$ cat config.mk
export PLATFORM = sky130hd
export DESIGN_NAME = if_fetch_unit
export DESIGN_NICKNAME = d
export VERILOG_FILES = /design/src/rtl/rv_pkg.sv /design/src/rtl/if_pc_reg.sv /design/src/rtl/if_fetch_unit.sv
export SDC_FILE = /design/constraint.sdc
export NUM_CORES = 1
export LEC_CHECK = 0
export BUFFER_PORTS_ARGS = -buffer_cell sky130_fd_sc_hd__buf_2
export CAP_MARGIN = 20
export CORE_MARGIN = 4
export CORE_UTILIZATION = 50
export DETAILED_ROUTE_END_ITERATION = 16
export PLACE_DENSITY_LB_ADDON = 0.15
export REMOVE_ABC_BUFFERS = 1
export SLEW_MARGIN = 20
export SYNTH_ARGS = -nofsm -noshare
export SYNTH_HDL_FRONTEND = slang
export SYNTH_HIERARCHICAL = 1
export SYNTH_SLANG_ARGS = --single-unit
$ cat constraint.sdc
create_clock -name clk -period 3.15 [get_ports clk]
set_input_delay 0.1575 -clock clk [delete_from_list [all_inputs] [get_ports clk]]
set_output_delay 0.1575 -clock clk [all_outputs]
set_load 0.1 [all_outputs]
$ cat src/rtl/rv_pkg.sv
// Shared core definitions: datapath defaults, fetch state encoding and the
// base opcode constants used by the decoder.
package rv_pkg;
  localparam int          XLEN_DEF     = 32;
  localparam logic [31:0] RESET_PC_DEF = 32'h0000_0000;

  typedef enum logic [1:0] {
    ST_FETCH = 2'b00,
    ST_WAIT  = 2'b01,
    ST_HOLD  = 2'b10
  } fetch_st_e;

  typedef enum logic [1:0] {
    PC_HOLD = 2'b00,
    PC_INC  = 2'b01,
    PC_TGT  = 2'b10
  } pc_sel_e;

  localparam logic [6:0] OP_LW     = 7'b0000011;
  localparam logic [6:0] OP_SW     = 7'b0100011;
  localparam logic [6:0] OP_BRANCH = 7'b1100011;
  localparam logic [6:0] OP_R_TYPE = 7'b0110011;
  localparam logic [6:0] OP_ADDI   = 7'b0010011;
  localparam logic [6:0] OP_JAL    = 7'b1101111;
endpackage

$ cat src/rtl/if_pc_reg.sv
// Program counter with next-PC select: hold, sequential +4, or a redirect
// target forced to word alignment.
module if_pc_reg
  import rv_pkg::*;
#(
  parameter int               XLEN     = XLEN_DEF,
  parameter logic [XLEN-1:0]  RESET_PC = '0
) (
  input  logic            clk,
  input  logic            rst_n,
  input  pc_sel_e         pc_sel_i,
  input  logic [XLEN-1:0] tgt_i,
  output logic [XLEN-1:0] pc_o
);
  logic [XLEN-1:0] pc_q, pc_d;

  always_comb begin
    pc_d = pc_q;
    case (pc_sel_i)
      PC_INC:  pc_d = pc_q + XLEN'(4);
      PC_TGT:  pc_d = tgt_i & ~XLEN'(3);
      default: pc_d = pc_q;
    endcase
  end

  always_ff @(posedge clk or negedge rst_n)
    if (!rst_n) pc_q <= RESET_PC;
    else        pc_q <= pc_d;

  assign pc_o = pc_q;
endmodule

$ cat src/rtl/if_fetch_unit.sv
// Instruction fetch stage: one outstanding imem request, captures the word
// and holds it for decode; redirects in flight mark the response for drop.
module if_fetch_unit
  import rv_pkg::*;
#(
  parameter int              XLEN     = XLEN_DEF,
  parameter logic [XLEN-1:0] RESET_PC = RESET_PC_DEF
) (
  input  logic            clk,
  input  logic            rst_n,
  output logic            imem_req_valid,
  input  logic            imem_req_ready,
  output logic [XLEN-1:0] imem_req_addr,
  input  logic            imem_rsp_valid,
  input  logic [XLEN-1:0] imem_rsp_data,
  input  logic            redirect_valid,
  input  logic [XLEN-1:0] redirect_target,
  input  logic            stall,
  output logic            instr_valid,
  output logic [XLEN-1:0] instr,
  output logic [XLEN-1:0] instr_pc,
  output logic [XLEN-1:0] instr_pc_plus4,
  output logic [6:0]      opcode
);
  fetch_st_e       state_q;
  logic            drop_q;
  logic            instr_valid_q;
  logic [XLEN-1:0] instr_q, instr_pc_q, instr_pc_plus4_q;
  logic [XLEN-1:0] pc;
  pc_sel_e         pc_sel;

  // Redirect always wins the PC, whatever the state.
  always_comb begin
    pc_sel = PC_HOLD;
    if (redirect_valid)                     pc_sel = PC_TGT;
    else if (state_q == ST_HOLD && !stall)  pc_sel = PC_INC;
  end

  if_pc_reg #(.XLEN(XLEN), .RESET_PC(RESET_PC)) u_pc (
    .clk      (clk),
    .rst_n    (rst_n),
    .pc_sel_i (pc_sel),
    .tgt_i    (redirect_target),
    .pc_o     (pc)
  );

  assign imem_req_valid = rst_n && (state_q == ST_FETCH) && !redirect_valid;
  assign imem_req_addr  = pc;

  always_ff @(posedge clk or negedge rst_n) begin
    if (!rst_n) begin
      state_q          <= ST_FETCH;
      drop_q           <= 1'b0;
      instr_valid_q    <= 1'b0;
      instr_q          <= '0;
      instr_pc_q       <= '0;
      instr_pc_plus4_q <= '0;
    end else begin
      case (state_q)
        ST_FETCH: if (imem_req_valid && imem_req_ready) state_q <= ST_WAIT;
        ST_WAIT: begin
          if (imem_rsp_valid) begin
            drop_q <= 1'b0;
            if (!drop_q && !redirect_valid) begin
              instr_q          <= imem_rsp_data;
              instr_pc_q       <= pc;
              instr_pc_plus4_q <= pc + XLEN'(4);
              instr_valid_q    <= 1'b1;
              state_q          <= ST_HOLD;
            end else begin
              state_q <= ST_FETCH;
            end
          end else if (redirect_valid) begin
            drop_q <= 1'b1;
          end
        end
        ST_HOLD: if (redirect_valid || !stall) begin
          instr_valid_q <= 1'b0;
          state_q       <= ST_FETCH;
        end
        default: state_q <= ST_FETCH;
      endcase
    end
  end

  assign instr_valid    = instr_valid_q;
  assign instr          = instr_q;
  assign instr_pc       = instr_pc_q;
  assign instr_pc_plus4 = instr_pc_plus4_q;
  assign opcode         = instr_q[6:0];
endmodule
Yosys cells after proc, flatten, opt, wreduce, memory -nomap -nowiden --
Cells that the tools add are included.
Operators by class: add/subtract/negate cells 1, equality and inequality tests 8, mux-type cells 14, reduce and logical (&&, ||, !) cells 17
Operators with widths (count):
- 32-bit one-hot mux with 2 select lines | 1
- 32-bit by 3-bit adder with 32-bit output (second input constant) | 1
- 2-bit 2-to-1 mux | 5
- 1-bit 2-to-1 mux | 6
- 2-bit one-hot mux with 3 select lines | 1
- 3-bit AND reduction | 2
- 2-bit nonzero test | 3
- 1-bit logical AND | 5
- 2-bit by 1-bit == test with 1-bit output (second input constant) | 2
- 2-bit == test (second input constant) | 2
- 2-bit by 1-bit != test with 1-bit output (second input constant) | 2
- 2-bit != test (second input constant) | 2
- 4-bit AND reduction | 1
- 1-bit logical NOT | 3
- 2-bit logical NOT | 1
- 1-bit one-hot mux with 2 select lines | 1
- 2-bit AND reduction | 1
- 1-bit logical OR | 1
Word-level totals: register bits after elaboration 132, output and inout bits 137, logic and storage cells 47

Longest topological paths before layout --
depth after elaboration 6, depth in mapped cells 10, gate-level depth less buffers 8

Hierarchy --
Netlist, hierarchy kept.
Modules (own cells, without submodules):
- if_fetch_unit | instances 1, cells each 483, area an instance 4287.9 µm²
- if_pc_reg | instances 1, cells each 263, area an instance 2133.3 µm²

Least setup slack after synthesis --
OpenSTA, ideal clock, no wires.
kind register to register, start point register state_q[0], end point register state_q[0], library setup time 0.077 ns, arrival time 4.053 ns, required time 3.073 ns, setup slack -0.980 ns, cell stages (with the launch flop) 3, buffers on the path 0, period minus slack after synthesis 4.130 ns, cells stage by stage dfrtp_1 -> nor4b_1 -> a22o_1
Between the ends: word-level cells in the longest chain between the ends 6
RTL lines:
- start: declaration | RTL line if_fetch_unit.sv:25 | fetch_st_e state_q;
- start signal: assignment | RTL line if_fetch_unit.sv:52 | state_q <= ST_FETCH;
- start signal: assignment | RTL line if_fetch_unit.sv:60 | ST_FETCH: if (imem_req_valid && imem_req_ready) state_q <= ST_WAIT;
- start signal: assignment | RTL line if_fetch_unit.sv:69 | state_q <= ST_HOLD;
- 2-bit logical NOT | RTL line if_fetch_unit.sv:47 | assign imem_req_valid = rst_n && (state_q == ST_FETCH) && !redirect_valid;
- 1-bit logical AND (2 in a row) | RTL line if_fetch_unit.sv:47
- net imem_req_valid | RTL line if_fetch_unit.sv:11 | output logic imem_req_valid,
- 1-bit logical AND | RTL line if_fetch_unit.sv:60
- 2-bit by 1-bit != test with 1-bit output (no line)
- 3-bit AND reduction (no line)
The timed path passes the listed nets, and every way through them passes these cells. A chain may end at the register's enable or synchronous reset.

Final worst setup path --
start point register u_pc.pc_q[2] (netlist: u_pc/pc_o[2]), end point register instr_pc_plus4_q[20] (netlist: instr_pc_plus4[20])
Between the ends: word-level cells in the longest chain between the ends 1
RTL lines:
- start: declaration | RTL line if_pc_reg.sv:15 | logic [XLEN-1:0] pc_q, pc_d;
- start signal: assignment | RTL line if_pc_reg.sv:28 | else pc_q <= pc_d;
- 32-bit by 3-bit adder with 32-bit output | RTL line if_fetch_unit.sv:67 | instr_pc_plus4_q <= pc + XLEN'(4);
- end signal: assignment | RTL line if_fetch_unit.sv:67
- end: declaration | RTL line if_fetch_unit.sv:28 | logic [XLEN-1:0] instr_q, instr_pc_q, instr_pc_plus4_q;
No other way between the ends.

==> results.toml <==
[status]
status = "finished, final reports clean"

[job]
maxCapViolations = 0

[floorplan]
core_um2 = 12620
design.portCount = 207
die_width_um = 121.3
start_util_pct = 50.88
fp-row-count = 41
die_area_um2 = 14720
die_height_um = 121.3

[critical_path]
worst_reg2reg_setup_slack_ns = 0.63
worst_r2r_endpoint = "instr_pc_plus4[20]$_DFFE_PN0P_"
path_max_fanout = 15
critical_path_buf_inv_count = 0
worst_ep_arrival_time_ns = 2.84
timing.critical_path.from_type = "register"
cp_top_family = "simple AND/OR/NAND/NOR gates"
crit_type = "reg -> reg"
max_stage_delay_ns = 0.64
worstPathCellList = "ha_1 > nand3_1 > or4_4 > or4_1 > a31oi_1"
worstRegToRegCells = 5
end_kind = "register"
regToRegStartpoint = "u_pc/pc_o[2]$_DFFE_PN0P_"
timing.critical_path.required_ns = 3.47
timing.critical_path.slowest_stage_cell = "or4_4"

[logic_synthesis]
post_synth_main_area_contributors = "dfrtp_1 (50%), nand2_1 (14%), o21ai_0 (3.2%)"
yosysMostFrequentCell = "nand2_1"
count_of_flip_flops_with_a_built_in_enable_after_synthesis = 0
synthArstFlopShare_pct = 100.0
post_synth_inst_count = 746
synthesis.area_um2 = 6421
avgSynthCellArea_um2 = 8.607
synth.cells.most_frequent = "nand2_1 (233), dfrtp_1 (128), o21ai_0 (41)"
synth.lib_cells_used.distinct = 61
netlist.area_leader.share_pct = 49.88
synth-seq-area-share_pct = 49.88
yosys_warnings = 6
synthFlopType = "dfrtp_1"
synth_largest_area_cell = "dfrtp_1"
ys_seq_elements = 128

[clocking]
cts_hold_buf = 38
clock_insertion_delay_worst_skew_ns = 0.42
clock_tree_from_tritoncts = "done"
post-cts-setup-buffers = 0
root_buffer = "clkbuf_16"
number_of_buffers_created_by_cts = 17
cts_resized = 0
numClockSinks = 128
cts_max_path_buffers = 2
cts.clk_slew.worst_paths_ns = 0.06
htreeDepth = 4

[detailed_routing]
ant_nets = 0
detailedRoute.firstIterationViolations = 621
drt_wl_total_um = 19300
viasPerCell = 5.594
firstDrtPassIters = 5
routedWlPerCell_um = 16.84
route.detailed.drc = 0
via_count = 6411

[layout]
drive_gt1_share_pct = 26.39
synthToLayoutAreaGrowth_pct = 31.70
antenna-diode-count = 0
finish.net_count = 1035

[worst_hold_path]
hold_path.class = "in -> reg"
whs_path_depth = 3
min_to = "u_pc/pc_o[24]$_DFFE_PN0P_"
min-delay-start = "redirect_target[24]"

[grt]
global_route_usage_sum_pct = 26.53
overflow = 0
number_of_antenna_violations_at_the_first_check_in_global_routing = 0
grt_pass1_vias = 6188
grt_pass1_wl_um = 31420
grt_start_max_net_pins = 98

[timing]
postLayoutSetupSlackWorst_ns = 0.6277
finalWorstPathRequiredPeriod_ns = 2.522
max_slew.worst_pin.slew_ns = 0.9364
hold_viol = 0
timing.clock.skew_ns = 0.01181
finalSetupViolCount = 0
rsz0062_at_grt = "false"
relSlewSlack_pct = 37.57
period_share_pct = 80.07
drv_slew = 0
fmax_mhz = 396.5

[placement]
detailed_place_hpwl_um = 12650
place_ws_ns = 0.6550
gp_routability_congestion = 0.8871
portBuffers = 202
-- cell families after synthesis --
logic type                 Yosys count  share of synthesized area, %
and+or+nand+nor                    397                         29.21
AOI/OAI and AO/OA                  130                         12.96
DFF                                128                         49.88
buffers and inverters               72                         5.203
xor gates and xnor gates            13                         1.773
adders and majority gates            3                        0.5846
muxes                                2                        0.3312
other                                1                       0.05840
-- sequential cells by signal, summed over array words and instances (netlist names) --
name and cells:
drop_q 1, instr 32, instr_pc 32, instr_pc_plus4 30
instr_valid 1, state_q 2, u_pc/pc_o 30
-- worst reg2reg max path, delay by kind of cell (launching register included) --
| kind | cells | cell delay [ns] |
|---|---|---|
| AND/OR/NAND/NOR | 3 | 1.42 |
| flip-flops | 1 | 0.55 |
| adder cells (fa/ha/maj) | 1 | 0.25 |
| AO/OA/AOI/OAI | 1 | 0.19 |
-- layout make-up --
cell class / count / area (um2)
clock inverters: 10 / 136.4
inverters: 17 / 63.81
fillers: 1033 / 4163
clock buffers: 21 / 460.4
flip-flops and latches: 128 / 3203
multi-input cells: 547 / 2898
well taps: 172 / 215.2
repair buffers: 251 / 1480
-- metrics by stage --
| stage | setup TNS [ns] | hold slack [ns] | util (%) | instances | instance area [um2] |
|---|---|---|---|---|---|
| final | 0 | 0.009813 | 67.01 | 1146 | 8457 |
| after global routing | 0 | 0.006907 | 67.01 | 1146 | 8457 |
| after CTS | 0 | 0.004205 | 67.01 | 1146 | 8457 |
| after detailed placement | 0 | 0.007361 | 59.27 | 1077 | 7480 |
| after global placement | 0 | 0.005480 | 59.27 | 1077 | 7480 |
| after floorplan | -176.79 | -0.1381 | - | 692 | 6155 |
-- cell usage in the layout, fill, tap and decap left out, types with 4 or more instances in the layout --
cell             n
nand2_1        233
buf_2          201
dfrtp_1        128
o21ai_0         41
dlygate4sd3_1   38
nor2_1          34
nand3_1         25
nand4_1         23
a31oi_1         20
a21oi_1         17
clkbuf_16       17
inv_1           16
o31ai_1         15
or4_1           14
buf_4           11
nor3_1          10
nor4_1          10
and3_1           8
a22oi_1          8
xor2_1           7
nand3b_1         6
and4_1           6
or3_1            6
xnor2_1          6
o211ai_1         5
nand2b_1         4
-- per-layer routing --
metal,share of wire [%],GRT usage (%)
met5,0,0
met1,42,34.82
met3,8.0,6.387
met2,48,42.94
met4,2.2,9.594
-- worst max path at each step --
stage / from / slack (ns) / to / cells past startpoint
finish: u_pc/pc_o[2]$_DFFE_PN0P_ / 0.63 / instr_pc_plus4[20]$_DFFE_PN0P_ / 5
global route: u_pc/pc_o[2]$_DFFE_PN0P_ / 0.48 / instr_pc_plus4[22]$_DFFE_PN0P_ / 5
CTS: u_pc/pc_o[2]$_DFFE_PN0P_ / 0.59 / instr_pc_plus4[20]$_DFFE_PN0P_ / 5
detailed placement: u_pc/pc_o[2]$_DFFE_PN0P_ / 0.65 / instr_pc_plus4[20]$_DFFE_PN0P_ / 5
global placement: u_pc/pc_o[2]$_DFFE_PN0P_ / 0.72 / instr_pc_plus4[22]$_DFFE_PN0P_ / 5
floorplan: state_q[1]$_DFFE_PN0P_ / -2.44 / instr_pc_plus4[17]$_DFFE_PN0P_ / 3
Power is not shown: default switching activity piles up to over one toggle a cycle in this logic, so the estimate is an artifact.
